## src/rtl/priority_encoder_scanner_pkg.sv

```systemverilog
// Shared types, direction constants and a population-count helper for the
// priority encoder scanner.
package priority_encoder_scanner_pkg;

  typedef enum logic [0:0] {
    StIdle,
    StEmit
  } state_e;

  localparam logic MODE_LOW_FIRST  = 1'b0;
  localparam logic MODE_HIGH_FIRST = 1'b1;

  // Callers zero-extend their vector to PopMaxW and pass their real width.
  localparam int unsigned PopMaxW = 256;

  function automatic int unsigned popcount(input logic [PopMaxW-1:0] vec,
                                           input int unsigned        width);
    int unsigned cnt;
    cnt = 0;
    for (int unsigned i = 0; i < PopMaxW; i++) begin
      if ((i < width) && vec[i]) cnt += 1;
    end
    return cnt;
  endfunction

endpackage

```

## src/rtl/priority_encoder_scanner_if.sv

```systemverilog
// Request-capture and index-emit handshake bundle of the priority encoder scanner.
interface priority_encoder_scanner_if #(
  parameter int unsigned WIDTH = 16
);
  localparam int unsigned IDX_W = $clog2(WIDTH);

  logic [WIDTH-1:0] data;
  logic             mode;
  logic             data_valid;
  logic             data_ready;
  logic [IDX_W-1:0] index;
  logic             index_valid;
  logic             index_ready;
  logic             last;
  logic [IDX_W:0]   count;
  logic             no_request;

  modport master (
    output data, mode, data_valid, index_ready,
    input  data_ready, index, index_valid, last, count, no_request
  );

  modport slave (
    input  data, mode, data_valid, index_ready,
    output data_ready, index, index_valid, last, count, no_request
  );

endinterface

```

## src/rtl/priority_encoder_scanner_pick.sv

```systemverilog
// Combinational picker: returns the highest-priority set bit of a vector in the
// requested direction, as an index and a one-hot mask.
module priority_pick
  import priority_encoder_scanner_pkg::*;
#(
  parameter int unsigned WIDTH = 16,
  localparam int unsigned IDX_W = $clog2(WIDTH)
) (
  input  logic [WIDTH-1:0] vec_i,
  input  logic             dir_i,
  output logic [IDX_W-1:0] idx_o,
  output logic [WIDTH-1:0] mask_o,
  output logic             any_o
);

  // Later loop iterations win, so scan order is the reverse of priority.
  always_comb begin
    idx_o  = '0;
    mask_o = '0;
    any_o  = |vec_i;
    if (dir_i == MODE_HIGH_FIRST) begin
      for (int unsigned i = 0; i < WIDTH; i++) begin
        if (vec_i[i]) begin
          idx_o     = IDX_W'(i);
          mask_o    = '0;
          mask_o[i] = 1'b1;
        end
      end
    end else begin
      for (int i = int'(WIDTH) - 1; i >= 0; i--) begin
        if (vec_i[i]) begin
          idx_o     = IDX_W'(i);
          mask_o    = '0;
          mask_o[i] = 1'b1;
        end
      end
    end
  end

endmodule

```

## src/rtl/priority_encoder_scanner.sv

```systemverilog
// Captures a request vector and emits the index of each set bit, one per
// accepted beat, lowest-first or highest-first.
module priority_encoder_scanner
  import priority_encoder_scanner_pkg::*;
#(
  parameter int unsigned WIDTH = 16,
  localparam int unsigned IDX_W = $clog2(WIDTH),
  localparam int unsigned CntW  = IDX_W + 1
) (
  input logic                        clk_i,
  input logic                        rst_ni,
  input logic                        enable_i,
  input logic                        flush_i,
  priority_encoder_scanner_if.slave  bus
);

  state_e           state_q, state_d;
  logic [WIDTH-1:0] pending_q, pending_d;
  logic             mode_q, mode_d;
  logic [CntW-1:0]  count_q, count_d;
  logic             no_req_q, no_req_d;
  logic             out_of_reset_q;

  logic [IDX_W-1:0] pick_idx;
  logic [WIDTH-1:0] pick_mask;
  logic             pick_any;
  logic             last;
  logic             capture;

  priority_pick #(
    .WIDTH (WIDTH)
  ) u_pick (
    .vec_i  (pending_q),
    .dir_i  (mode_q),
    .idx_o  (pick_idx),
    .mask_o (pick_mask),
    .any_o  (pick_any)
  );

  assign last    = (state_q == StEmit) && pick_any && ((pending_q & ~pick_mask) == '0);
  assign capture = bus.data_valid && bus.data_ready;

  // Ready stays low until the first edge after reset release.
  assign bus.data_ready  = out_of_reset_q && enable_i && (state_q == StIdle);
  assign bus.index       = pick_idx;
  assign bus.index_valid = (state_q == StEmit);
  assign bus.last        = last;
  assign bus.count       = count_q;
  assign bus.no_request  = no_req_q;

  always_comb begin
    state_d   = state_q;
    pending_d = pending_q;
    mode_d    = mode_q;
    count_d   = count_q;
    no_req_d  = no_req_q;
    if (enable_i) begin
      no_req_d = 1'b0;
      if (flush_i) begin
        state_d   = StIdle;
        pending_d = '0;
      end else begin
        unique case (state_q)
          StIdle: begin
            if (capture) begin
              pending_d = bus.data;
              mode_d    = bus.mode;
              count_d   = CntW'(popcount(PopMaxW'(bus.data), WIDTH));
              if (bus.data != '0) state_d  = StEmit;
              else                no_req_d = 1'b1;
            end
          end
          StEmit: begin
            if (bus.index_ready) begin
              pending_d = pending_q & ~pick_mask;
              if (last) state_d = StIdle;
            end
          end
          default: state_d = StIdle;
        endcase
      end
    end
  end

  always_ff @(posedge clk_i or negedge rst_ni) begin
    if (!rst_ni) begin
      state_q        <= StIdle;
      pending_q      <= '0;
      mode_q         <= MODE_LOW_FIRST;
      count_q        <= '0;
      no_req_q       <= 1'b0;
      out_of_reset_q <= 1'b0;
    end else begin
      state_q        <= state_d;
      pending_q      <= pending_d;
      mode_q         <= mode_d;
      count_q        <= count_d;
      no_req_q       <= no_req_d;
      out_of_reset_q <= 1'b1;
    end
  end

endmodule
```

## src/flat_wrapper.sv

```systemverilog
// flat-port wrapper written by rule: the top's interface ports become plain ports
module priority_encoder_scanner_flat import priority_encoder_scanner_pkg::*;
#(
  parameter int unsigned WIDTH = 16,
  localparam int unsigned IDX_W = $clog2(WIDTH),
  localparam int unsigned CntW  = IDX_W + 1
)
  (clk_i, rst_ni, enable_i, flush_i, bus_data, bus_mode, bus_data_valid, bus_index_ready, bus_data_ready, bus_index, bus_index_valid, bus_last, bus_count, bus_no_request);
  priority_encoder_scanner_if #(.WIDTH(WIDTH)) bus_i ();
  input logic clk_i;
  input logic rst_ni;
  input logic enable_i;
  input logic flush_i;
  input wire logic [$bits(bus_i.data)-1:0] bus_data;
  input wire logic [$bits(bus_i.mode)-1:0] bus_mode;
  input wire logic [$bits(bus_i.data_valid)-1:0] bus_data_valid;
  input wire logic [$bits(bus_i.index_ready)-1:0] bus_index_ready;
  output wire logic [$bits(bus_i.data_ready)-1:0] bus_data_ready;
  output wire logic [$bits(bus_i.index)-1:0] bus_index;
  output wire logic [$bits(bus_i.index_valid)-1:0] bus_index_valid;
  output wire logic [$bits(bus_i.last)-1:0] bus_last;
  output wire logic [$bits(bus_i.count)-1:0] bus_count;
  output wire logic [$bits(bus_i.no_request)-1:0] bus_no_request;
  assign bus_i.data = bus_data;
  assign bus_i.mode = bus_mode;
  assign bus_i.data_valid = bus_data_valid;
  assign bus_i.index_ready = bus_index_ready;
  assign bus_data_ready = bus_i.data_ready;
  assign bus_index = bus_i.index;
  assign bus_index_valid = bus_i.index_valid;
  assign bus_last = bus_i.last;
  assign bus_count = bus_i.count;
  assign bus_no_request = bus_i.no_request;
  priority_encoder_scanner #(.WIDTH(WIDTH)) u_core (.clk_i(clk_i), .rst_ni(rst_ni), .enable_i(enable_i), .flush_i(flush_i), .bus(bus_i));
endmodule
```

## config.mk

```make
export PLATFORM = sky130hd
export DESIGN_NAME = priority_encoder_scanner_flat
export DESIGN_NICKNAME = d
export VERILOG_FILES = /design/src/rtl/priority_encoder_scanner_pkg.sv /design/src/rtl/priority_encoder_scanner_if.sv /design/src/rtl/priority_encoder_scanner_pick.sv /design/src/rtl/priority_encoder_scanner.sv /design/src/flat_wrapper.sv
export SDC_FILE = /design/constraint.sdc
export NUM_CORES = 1
export LEC_CHECK = 0
export CORE_MARGIN = 1
export CORE_UTILIZATION = 45
export CTS_CLUSTER_DIAMETER = 150
export DETAILED_ROUTE_END_ITERATION = 12
export PLACE_DENSITY = 0.69
export SYNTH_ARGS = -nofsm -noshare
export SYNTH_HDL_FRONTEND = slang
export SYNTH_SLANG_ARGS = --single-unit
```

## constraint.sdc

```tcl
create_clock -name clk_i -period 3 [get_ports clk_i]
set_clock_uncertainty 0.2 [all_clocks]
set_input_delay 0.6 -clock clk_i [delete_from_list [all_inputs] [get_ports clk_i]]
set_output_delay 0.6 -clock clk_i [all_outputs]
set_load 0.005 [all_outputs]
```

# == Yosys cells after proc, flatten, opt, wreduce, memory -nomap -nowiden ==
# Index checks and enable logic that the tools add are counted.
# totals
output_inout_bits,13
regBits,25
latchBits,0
ram_bits,0
romBits,0
memories,0
wordCells,192
# classes
reduce_logical,10
mux,155
magnitude_cmp,0
bitwise_logic,4
add_sub_neg,15
n_eq_ne,2
n_div,0
n_shift,0
n_mul,0
# op_table
operator,n
$mux W16,35
$mux W5,75
$mux W4,31
$add A5 B1 Y5 const B,15
$pmux W16 S2,1
$and A16 B16 Y16,1
$logic_not A16 Y1,1
$not A16 Y16,1
$reduce_bool A16 Y1,1
$reduce_or A16 Y1,1
$mux W1,12
$logic_and A1 B1 Y1,5
$reduce_and A4 Y1,1
$ne A3 B2 Y1 const B,1
$ne A3 B3 Y1 const B,1
$reduce_and A3 Y1,1
$not A1 Y1,2
$pmux W1 S2,1

# == Logic depth before layout (Yosys ltp) ==
# Gate-level depths: netlist of the first run.
# depth
depth_word,93
ltp_mapped,41
depth_no_buf,40

# == By module ==
# Synthesis of the first run repeated with hierarchy kept, for this count alone.
# hier_totals
cells_unflattened,508
hier_area_um2,3828.7
# modules_own_cells
module,cells_each,n_inst,seq_area_each_um2,area_each_um2
priority_encoder_scanner,407,1,625.6,3213.1
priority_pick,101,1,0.0,615.6

# == Least setup slack after synthesis of the first run ==
# OpenSTA, ideal clock, no wires.
# synth_timing
kind,input-to-reg
startpoint,in bus_data[0]
endpoint,reg u_core.count_q[4] (netlist: u_core.bus.count[4])
path_buffers,1
setup_slack_ps,-4182
t_required_ps,2668
stages,41
setup_time_ps,132
t_arrival_ps,6850
path_cell_list,inv_1 -> ha_1 -> buf_6 -> xor2_1 -> ha_1 -> xor2_1 -> mux2i_1 -> xnor2_1 -> nand2_1 -> o21a_1 -> ha_1 -> a2bb2oi_1 -> nor2_1 -> xnor2_1 -> nand2_1 -> nand2_1 -> ha_1 -> nor2b_1 -> [5 not listed] -> nor2b_1 -> nor2_1 -> xnor2_1 -> a21oi_1 -> ha_1 -> nor2_1 -> a21o_1 -> xnor2_1 -> mux2_2 -> ha_1 -> and4b_1 -> o21ai_1 -> nand2_1 -> mux2i_1 -> xnor2_1 -> nand4_1 -> xnor2_1 -> o21ai_1
# synth_via
elab_chain_len,91
# synth_rtl
item,line_no,rtl
"start, declared",flat_wrapper.sv:14,input wire logic [$bits(bus_i.data)-1:0] bus_data;
$mux W1 *,priority_encoder_scanner_pkg.sv:21,if ((i < width) && vec[i]) cnt += 1;
$mux W5 *,priority_encoder_scanner.sv:65,if (capture) begin
$mux W5 *,priority_encoder_scanner.sv:63,unique case (state_q)
$mux W5 *,priority_encoder_scanner.sv:59,if (flush_i) begin
$mux W5 *,priority_encoder_scanner.sv:57,if (enable_i) begin
$add A5 B1 Y5,priority_encoder_scanner_pkg.sv:21,
$mux W5 *,priority_encoder_scanner_pkg.sv:21,
$mux W5 *,priority_encoder_scanner.sv:65,
[75 not listed],--,
$add A5 B1 Y5,priority_encoder_scanner_pkg.sv:21,
$mux W5 *,priority_encoder_scanner_pkg.sv:21,
$mux W5 *,priority_encoder_scanner.sv:65,
$mux W5 *,priority_encoder_scanner.sv:63,
$mux W5 *,priority_encoder_scanner.sv:59,
$mux W5 *,priority_encoder_scanner.sv:57,
$add A5 B1 Y5,priority_encoder_scanner_pkg.sv:21,
$mux W5 *,priority_encoder_scanner_pkg.sv:21,
"end signal, assigned",priority_encoder_scanner.sv:97,count_q <= count_d;
"end, declared",priority_encoder_scanner.sv:20,"logic [CntW-1:0] count_q, count_d;"
# Every way passes the cells marked *; elsewhere a longest branch is shown, timed or not. The select of a mux whose other input is x is not followed.
# A chain may end at the register's enable or synchronous reset.

# == Worst setup path after layout of the first run ==
# layout_timing
startpoint,in bus_data[1]
endpoint,reg u_core.count_q[4] (netlist: u_core.bus.count[4])
# layout_via
elab_chain_len,85
# layout_rtl
item,line_no
$mux W5 *,priority_encoder_scanner_pkg.sv:21
$mux W5 *,priority_encoder_scanner.sv:65
$mux W5 *,priority_encoder_scanner.sv:63
$mux W5 *,priority_encoder_scanner.sv:59
$mux W5 *,priority_encoder_scanner.sv:57
$add A5 B1 Y5,priority_encoder_scanner_pkg.sv:21
$mux W5 *,priority_encoder_scanner_pkg.sv:21
$mux W5 *,priority_encoder_scanner.sv:65
[69 not listed],--
$add A5 B1 Y5,priority_encoder_scanner_pkg.sv:21
$mux W5 *,priority_encoder_scanner_pkg.sv:21
$mux W5 *,priority_encoder_scanner.sv:65
$mux W5 *,priority_encoder_scanner.sv:63
$mux W5 *,priority_encoder_scanner.sv:59
$mux W5 *,priority_encoder_scanner.sv:57
$add A5 B1 Y5,priority_encoder_scanner_pkg.sv:21
$mux W5 *,priority_encoder_scanner_pkg.sv:21
# Marks and branches as above.

==> results.toml, run 1 <==
[run_status]
status = "complete, but fails checks"
violations = "negative setup slack"

[detailed_routing]
avgViaCountPerCell = 5.79
initialDrtViolationCount = 249
drt-pass1-iter-count = 5
drc = 0
via_count = 4617
wl_um = 13400
ant_nets = 0
drt-wirelength-per-cell_um = 16.8

[finish]
final_cell_count_no_fill = 797
layout-drive-gt1-share_pct = 41.4
n_antenna_cell = 0
final_area_sq_mm = 0.00615
fin_nets = 736
syn_to_final_growth_pct = 65.2

[global_route]
antenna_found_initial = 0
grtUsageTotal_pct = 28.5
grt_pass1_vias = 4343
grt-ovfl-total = 0
grt_max_degree = 26
grt_pass1_wl_um = 20000

[placement]
placed_cells = 762
dpl-instance-area_sq_mm = 0.00545
io_buffers = 35
hpwlAfterDp_um = 8740
gp_congestion = 0.916

[power]
swShare_pct = 43.1
peakVddDrop_uv = 460
p_seq_share_pct = 8.5
p_sw_w = 0.00226
clkPwrFrac_pct = 4.1
p_int_w = 0.00298
p_comb_share_pct = 87.4
total_power_w = 0.00524
p_per_area_mw_per_mm2 = 851
leakagePower_nw = 2.83

[floorplanning]
start_util_pct = 47.5
num_io_pins = 36
die_w_um = 93.0
die_h_um = 93.0
core_area_sq_mm = 0.00785
die-area_sq_mm = 0.00865
num_rows = 32

[clock_network]
worst_skew_pair.late_latency_ps = 280
clockBufferDepth = 2
path_clk_slew_ps = 90
htree_num_levels = 1
numCtsBuffers = 3
cts_sinks = 25
cts-root-buf = "clkbuf_8"
cts_tree = "built"
postCtsHoldBufs = 0

[synthesis]
ys_seq_area_share_pct = 16.8
synthCells = 488
synth_cell_types = 70
synth_edf_count = 0
synth_ff_type = "dfrtp_1"
synth_fp_nets = 528
synth_area_sq_mm = 0.00373
postSynthAreaPerCell_sq_um = 7.64
async_reset_ff_share_pct = 100
ys_ff_latch = 25
ys_warn_count = 0

[critical_path]
worstPathArrival_ps = 7220
cp-end-kind = "flip-flop"
reg2reg_slack_ps = 0
rr_startpoint = "u_core.pending_q[11]$_DFFE_PN0P_"
r2r-end = "u_core.bus.index_valid$_DFFE_PN0P_"
crit_path_end = "u_core.bus.count[4]$_DFFE_PN0P_"
cp.required_ps = 2950
cpPeakStageDelay_ps = 310
critPathLaunch = "bus_data[1]"
critical_path_class = "input pin to flip-flop"
start_kind = "input pin"
cp_slowest_cell = "ha_1"
cp_max_fo = 3
worstSetupPathDepth = 41
cp_top_family = "adder cells"
rr_worst_depth = 14
critPathBufInv = 3

[timing]
worst_slew_pin_slew_ps = 848
rsz0062_at_grt = "yes"
relSlewSlack_pct = 43.5
drv_slew = 0
hold_viol = 0
period_minus_slack_ps = 7270
layout_setup_ws_ps = -4270
period_share_pct = 242
holdWs_ps = 296
max_freq_mhz = 138
setup_viol = 7

[min_path]
hold_path.class = "flip-flop to flip-flop"

[run]
cap_violations = 0
==> worst min path at each step <==
stage / start / endpoint / slack [ps] / cells after the start
global placement: u_core.bus.count[1]$_DFFE_PN0P_ / u_core.bus.count[1]$_DFFE_PN0P_ / 270 / 2
global route: u_core.bus.count[0]$_DFFE_PN0P_ / u_core.bus.count[0]$_DFFE_PN0P_ / 320 / 2
CTS: u_core.bus.count[3]$_DFFE_PN0P_ / u_core.bus.count[3]$_DFFE_PN0P_ / 300 / 2
finish: u_core.bus.count[3]$_DFFE_PN0P_ / u_core.bus.count[3]$_DFFE_PN0P_ / 300 / 2
detailed placement: u_core.bus.count[3]$_DFFE_PN0P_ / u_core.bus.count[3]$_DFFE_PN0P_ / 280 / 2
floorplan: rst_ni / u_core.bus.count[0]$_DFFE_PN0P_ / 100 / 0
==> logic make-up (layout without fill, tap and decap cells) <==
logic type	Yosys count	in the layout	share of synthesized area, %
AOI/OAI and AO/OA	139	139	24.8
xor gates and xnor gates	59	59	17.1
adders and majority gates	17	17	5.71
buffers and inverters	46	253	4.97
DFF	25	25	16.8
muxes	28	28	8.16
other	1	1	0.101
and+or+nand+nor	173	173	22.3
==> cells in the mapped netlist (all sizes together), types with 3 or more instances <==
cell type  count  area, sq um
nor3           9         45.0
o211ai         3         22.5
o21a           3         22.5
nor4           4         25.0
o21bai         6         45.0
a21oi         30          154
a21o           4         30.0
o21ai         42          210
nor2          37          139
nand2         61          229
clkbuf        22         82.6
mux2i         18          180
and2           9         56.3
and3           5         31.3
or2            4         25.0
nor2b          6         37.5
ha            17          213
a211o          3         26.3
dfrtp         25          626
inv           19         71.3
or3            4         25.0
o2111ai       13          114
xnor3          5          116
nand2b         3         18.8
o31ai          5         37.5
buf            5         31.3
xnor2         38          359
o311ai         4         35.0
nand3         12         60.1
xor2          15          139
mux2           9          101
nand3b         3         22.5
nand4          9         56.3
==> final cells by class <==
class,count,area (sq um)
multi-input combinational,417,3400
timing repair buffer,230,1870
fill,509,1690
sequential,25,626
tap,102,128
inverter,19,86.3
clock buffer,4,45.0
==> cell usage in the layout (no fill, tap or decap), types with 6 or more instances in the layout <==
cell and instances:
buf_4 183, nand2_1 54, nor2_1 28, xnor2_1 27
o21ai_0 27, clkdlybuf4s50_1 25, dfrtp_1 25, a21oi_1 23
mux2i_1 18, inv_1 17, o2111ai_1 13, o21ai_1 12
nand3_1 12, buf_6 12, xor2_1 11, ha_1 10
nand4_1 9, and2_1 8, a21oi_2 7, mux2_2 7
ha_4 7, nand2_2 6, nor2_2 6, xnor2_2 6
o21bai_1 6
==> state kept, by name (all words and copies together) (netlist names) <==
name / cells
u_core.bus.no_request: 1
u_core.out_of_reset_q: 1
u_core.bus.index_valid: 1
u_core.mode_q: 1
u_core.bus.count: 5
u_core.pending_q: 16
==> metal layers <==
layer  GRT usage, %  wire (um)
met5              0          0
met4           9.62        372
met3           1.38        601
met2           53.2       7110
met1           34.6       5330
==> worst min-delay path, cell delays in order (launching register included) <==
cell and delay, ps:
dfrtp_1 350, nand2_1 50, o21ai_1 60
==> through the flow <==
step                setup WS [ps]  utilization, %  setup TNS (ps)
finish                      -4270            78.4          -18830
global route                -4640            78.4          -20680
CTS                         -4000            73.8          -17370
detailed placement          -4940            69.5          -22210
global placement            -4550            69.5          -20620
floorplan                   -3960               -          -15990
==> timing repair <==
| action | 4_1_cts | 5_1_grt |
|---|---|---|
| endpoints found under the setup margin | 9 | 10 |
| pin swaps | 45 | 51 |
| gates resized for setup | 52 | 56 |
| buffers inserted | 16 | 17 |
==> power groups by stage <==
stage / Clock, W / Sequential [W] / Combinational, W
after floorplan: 0 / 0.000460 / 0.00202
after global placement: 0 / 0.000440 / 0.00341
after detailed placement: 0 / 0.000443 / 0.00353
after CTS: 0.000210 / 0.000438 / 0.00390
after global routing: 0.000227 / 0.000450 / 0.00491
final: 0.000215 / 0.000446 / 0.00458
No activity file was read; power rests on OpenSTA's default activity.
==> run 2: changes to the inputs <==
Settings changed: HOLD_SLACK_MARGIN set to 0.15.
==> results of run 2 <==
The final DEF is identical to that of run 1; final timing and power are the same.
==> edit, RTL diff (config.mk and constraints of run 2) <==
`WIDTH` is set to 16 in 4 places; all go to 32.
--- a/src/rtl/priority_encoder_scanner_if.sv
+++ b/src/rtl/priority_encoder_scanner_if.sv
@@ -1,5 +1,5 @@
 // Request-capture and index-emit handshake bundle of the priority encoder scanner.
 interface priority_encoder_scanner_if #(
-  parameter int unsigned WIDTH = 16
+  parameter int unsigned WIDTH = 32
 );
   localparam int unsigned IDX_W = $clog2(WIDTH);
--- a/src/rtl/priority_encoder_scanner_pick.sv
+++ b/src/rtl/priority_encoder_scanner_pick.sv
@@ -4,5 +4,5 @@
   import priority_encoder_scanner_pkg::*;
 #(
-  parameter int unsigned WIDTH = 16,
+  parameter int unsigned WIDTH = 32,
   localparam int unsigned IDX_W = $clog2(WIDTH)
 ) (
--- a/src/rtl/priority_encoder_scanner.sv
+++ b/src/rtl/priority_encoder_scanner.sv
@@ -4,5 +4,5 @@
   import priority_encoder_scanner_pkg::*;
 #(
-  parameter int unsigned WIDTH = 16,
+  parameter int unsigned WIDTH = 32,
   localparam int unsigned IDX_W = $clog2(WIDTH),
   localparam int unsigned CntW  = IDX_W + 1
--- a/src/flat_wrapper.sv
+++ b/src/flat_wrapper.sv
@@ -2,5 +2,5 @@
 module priority_encoder_scanner_flat import priority_encoder_scanner_pkg::*;
 #(
-  parameter int unsigned WIDTH = 16,
+  parameter int unsigned WIDTH = 32,
   localparam int unsigned IDX_W = $clog2(WIDTH),
   localparam int unsigned CntW  = IDX_W + 1
Ports: changed (resized bus_count, bus_data and bus_index); port bits go from 36 to 54. No check against the original RTL was run, so the function may have changed too.
==> edit against run 2 <==
  * The flow still finishes with violations (negative setup slack)
  * Critical path depth up 50
  * Die area rose by 120%
  * Cell count increased by 120%
  * Design area grew 120%
  * First-iteration DRC count grew to 3.7 times the old value
  * Area after synthesis rose by 120%
  * Worst hold slack worse by 0.085 ns
  * Worst setup slack worse by 7.8 ns
  * Sequential cell count increased by 17
  * Routed wire length increased by 130%
  * Critical endpoint is now u_core.bus.count[5]
  * Highest routed layer unchanged
Power is left out: the tool's default activity adds up to more than one toggle a clock period on the data nets, which glitch-free logic cannot reach.
==> edit: results (changes against run 2) <==
The run finished, with violations left. The checks that failed: negative setup slack. The tools report the setup TNS as -67.01 ns (-48.18 ns). The post-detailed-route wirelength per cell was 17.5 µm (+3.7%); the slack of the worst reg-to-reg path was -1.02 ns (-1.02 ns).

The area occupied by registers came out at 1050 µm² (+68%). The number of H-tree levels is 2 (+1). The final-layout non-clock buffer area share is 0.310 (+0.00578). The net count after synthesis was 1148 (+120%).

Worst hold-check path type: in -> async. The logs give 0.128 (-0.0395) for the share of the yosys chip area belonging to registers and 22 (+15) for the setup-violating endpoint count in the final report. The met1 usage was 0.395 (+0.0490); the post-synthesis share of cell area spent on xor and xnor gates was 0.214 (+0.0427).

The clock transition at the register clock pins on the worst setup and hold paths after CTS was 0.07 ns (-0.02 ns). The tools report the source-to-sink clock delay at the later pin of the worst-skew pair as 0.30 ns (+0.02 ns). The clock tree cell share of total cell area came out at 0.0112 (+0.00384). By count the netlist is led by 131 x sky130_fd_sc_hd__nand2_1, 80 x sky130_fd_sc_hd__nor2_1, 74 x sky130_fd_sc_hd__o21ai_0. Beginning of the worst register-to-register path: u_core.mode_q. Yosys attributes the largest share of cell area to sky130_fd_sc_hd__dfrtp_1 13%, sky130_fd_sc_hd__xnor2_1 7.7%, sky130_fd_sc_hd__nand2_1 6.0%, sky130_fd_sc_hd__mux2i_1 5.3%, sky130_fd_sc_hd__ha_1 5.0%. The final-layout worst hold slack was 0.211 ns (-0.0846 ns). CTS placed an instance of sky130_fd_sc_hd__clkbuf_16 at the clock tree root.

Termination of the worst setup path: u_core.bus.count[5]. The number of violations reported at the end of detailed-routing iteration 0 came out at 916 (+270%). The tools report the sum of net half-perimeters after detailed placement as 21.6 mm (+150%).

The run gives 38 (+46%) as the largest net degree at the start of global routing. The layout cell share with drive strength beyond 1 came out at 0.444 (+0.0291). Fraction of area in multi-input gates: 0.567 (+0.0146). The actual slew at the worst max-slew pin is 0.995 ns (+0.148 ns).

The number of non-clock inverters in the layout is 45 (+26), and the number of buffers created by CTS is 5 (+2). The non-clock buffer instance count of the final layout is 532 (+130%), and the flip-flop count of the largest register, all copies and words added is 32 (+16). The met2 demand-to-capacity share in global routing is 0.545 (+0.0124), and the synthesized-area fraction occupied by adder cells is 0.0504 (-0.00664).

Number of distinct library cells after synthesis: 88 (+26%). The logs give -12.11 ns (-7.84 ns) for the worst path setup slack after routing and 0.312 (+0.0268) for the overall track demand over capacity in global routing. The number of input and output port buffers inserted is 53 (+51%), and the complex-gate fraction of the synthesized area is 0.244 (-0.00434).

The met3 usage was 0.0315 (+0.0177). The final-stage net count was 1629 (+120%); the final weighted congestion in routability-driven placement was 0.971 (+6.0%). The number of global-route vias before repair was 9942 (+130%). The initial antenna violation count is 0 (unchanged). The run gives 1177 (+130%) as the number of fill cells in the layout. Multi-input logic cell count: 931 (+120%). Multiplexer share of the synthesized area: 0.0792 (-0.00242). The first-pass GRT wire length is 47.0 mm (+140%), and the clock tree buffer count of the final layout is 6 (+2). The run gives 15.08 ns (+7.86 ns) as the endpoint arrival time on the critical path.
-- edit: changes by cell type in the layout (fill, tap and decap cells not counted), sizes merged, moves of 28 or more --
cell and delta:
o21ai +33, xor2 +28, nand2 +70, buf +289
a21oi +38, nor2 +43, xnor2 +43
-- edit: metal layers --
metal  vias up  wire [µm]
li1       4875          -
met1      4879      12600
met2       487      14900
met3       135       2060
met4         0       1470
met5         -          0
-- edit: timing repair --
item                       CTS  global route
setup endpoints to repair   26            27
resized for setup          121            87
pin swaps                  104            87
buffers inserted            40            20
-- edit: per-stage QoR --
stage / cells / cell area [µm²] / setup WS, ns / util
2_1_floorplan: 1076 / 8560 / -11.74 / -
3_3_place_gp: 1728 / 12300 / -12.27 / 0.704
3_5_place_dp: 1728 / 12300 / -12.67 / 0.704
4_1_cts: 1773 / 13100 / -11.74 / 0.749
5_1_grt: 1783 / 13600 / -12.85 / 0.774
6_report: 1783 / 13600 / -12.11 / 0.774
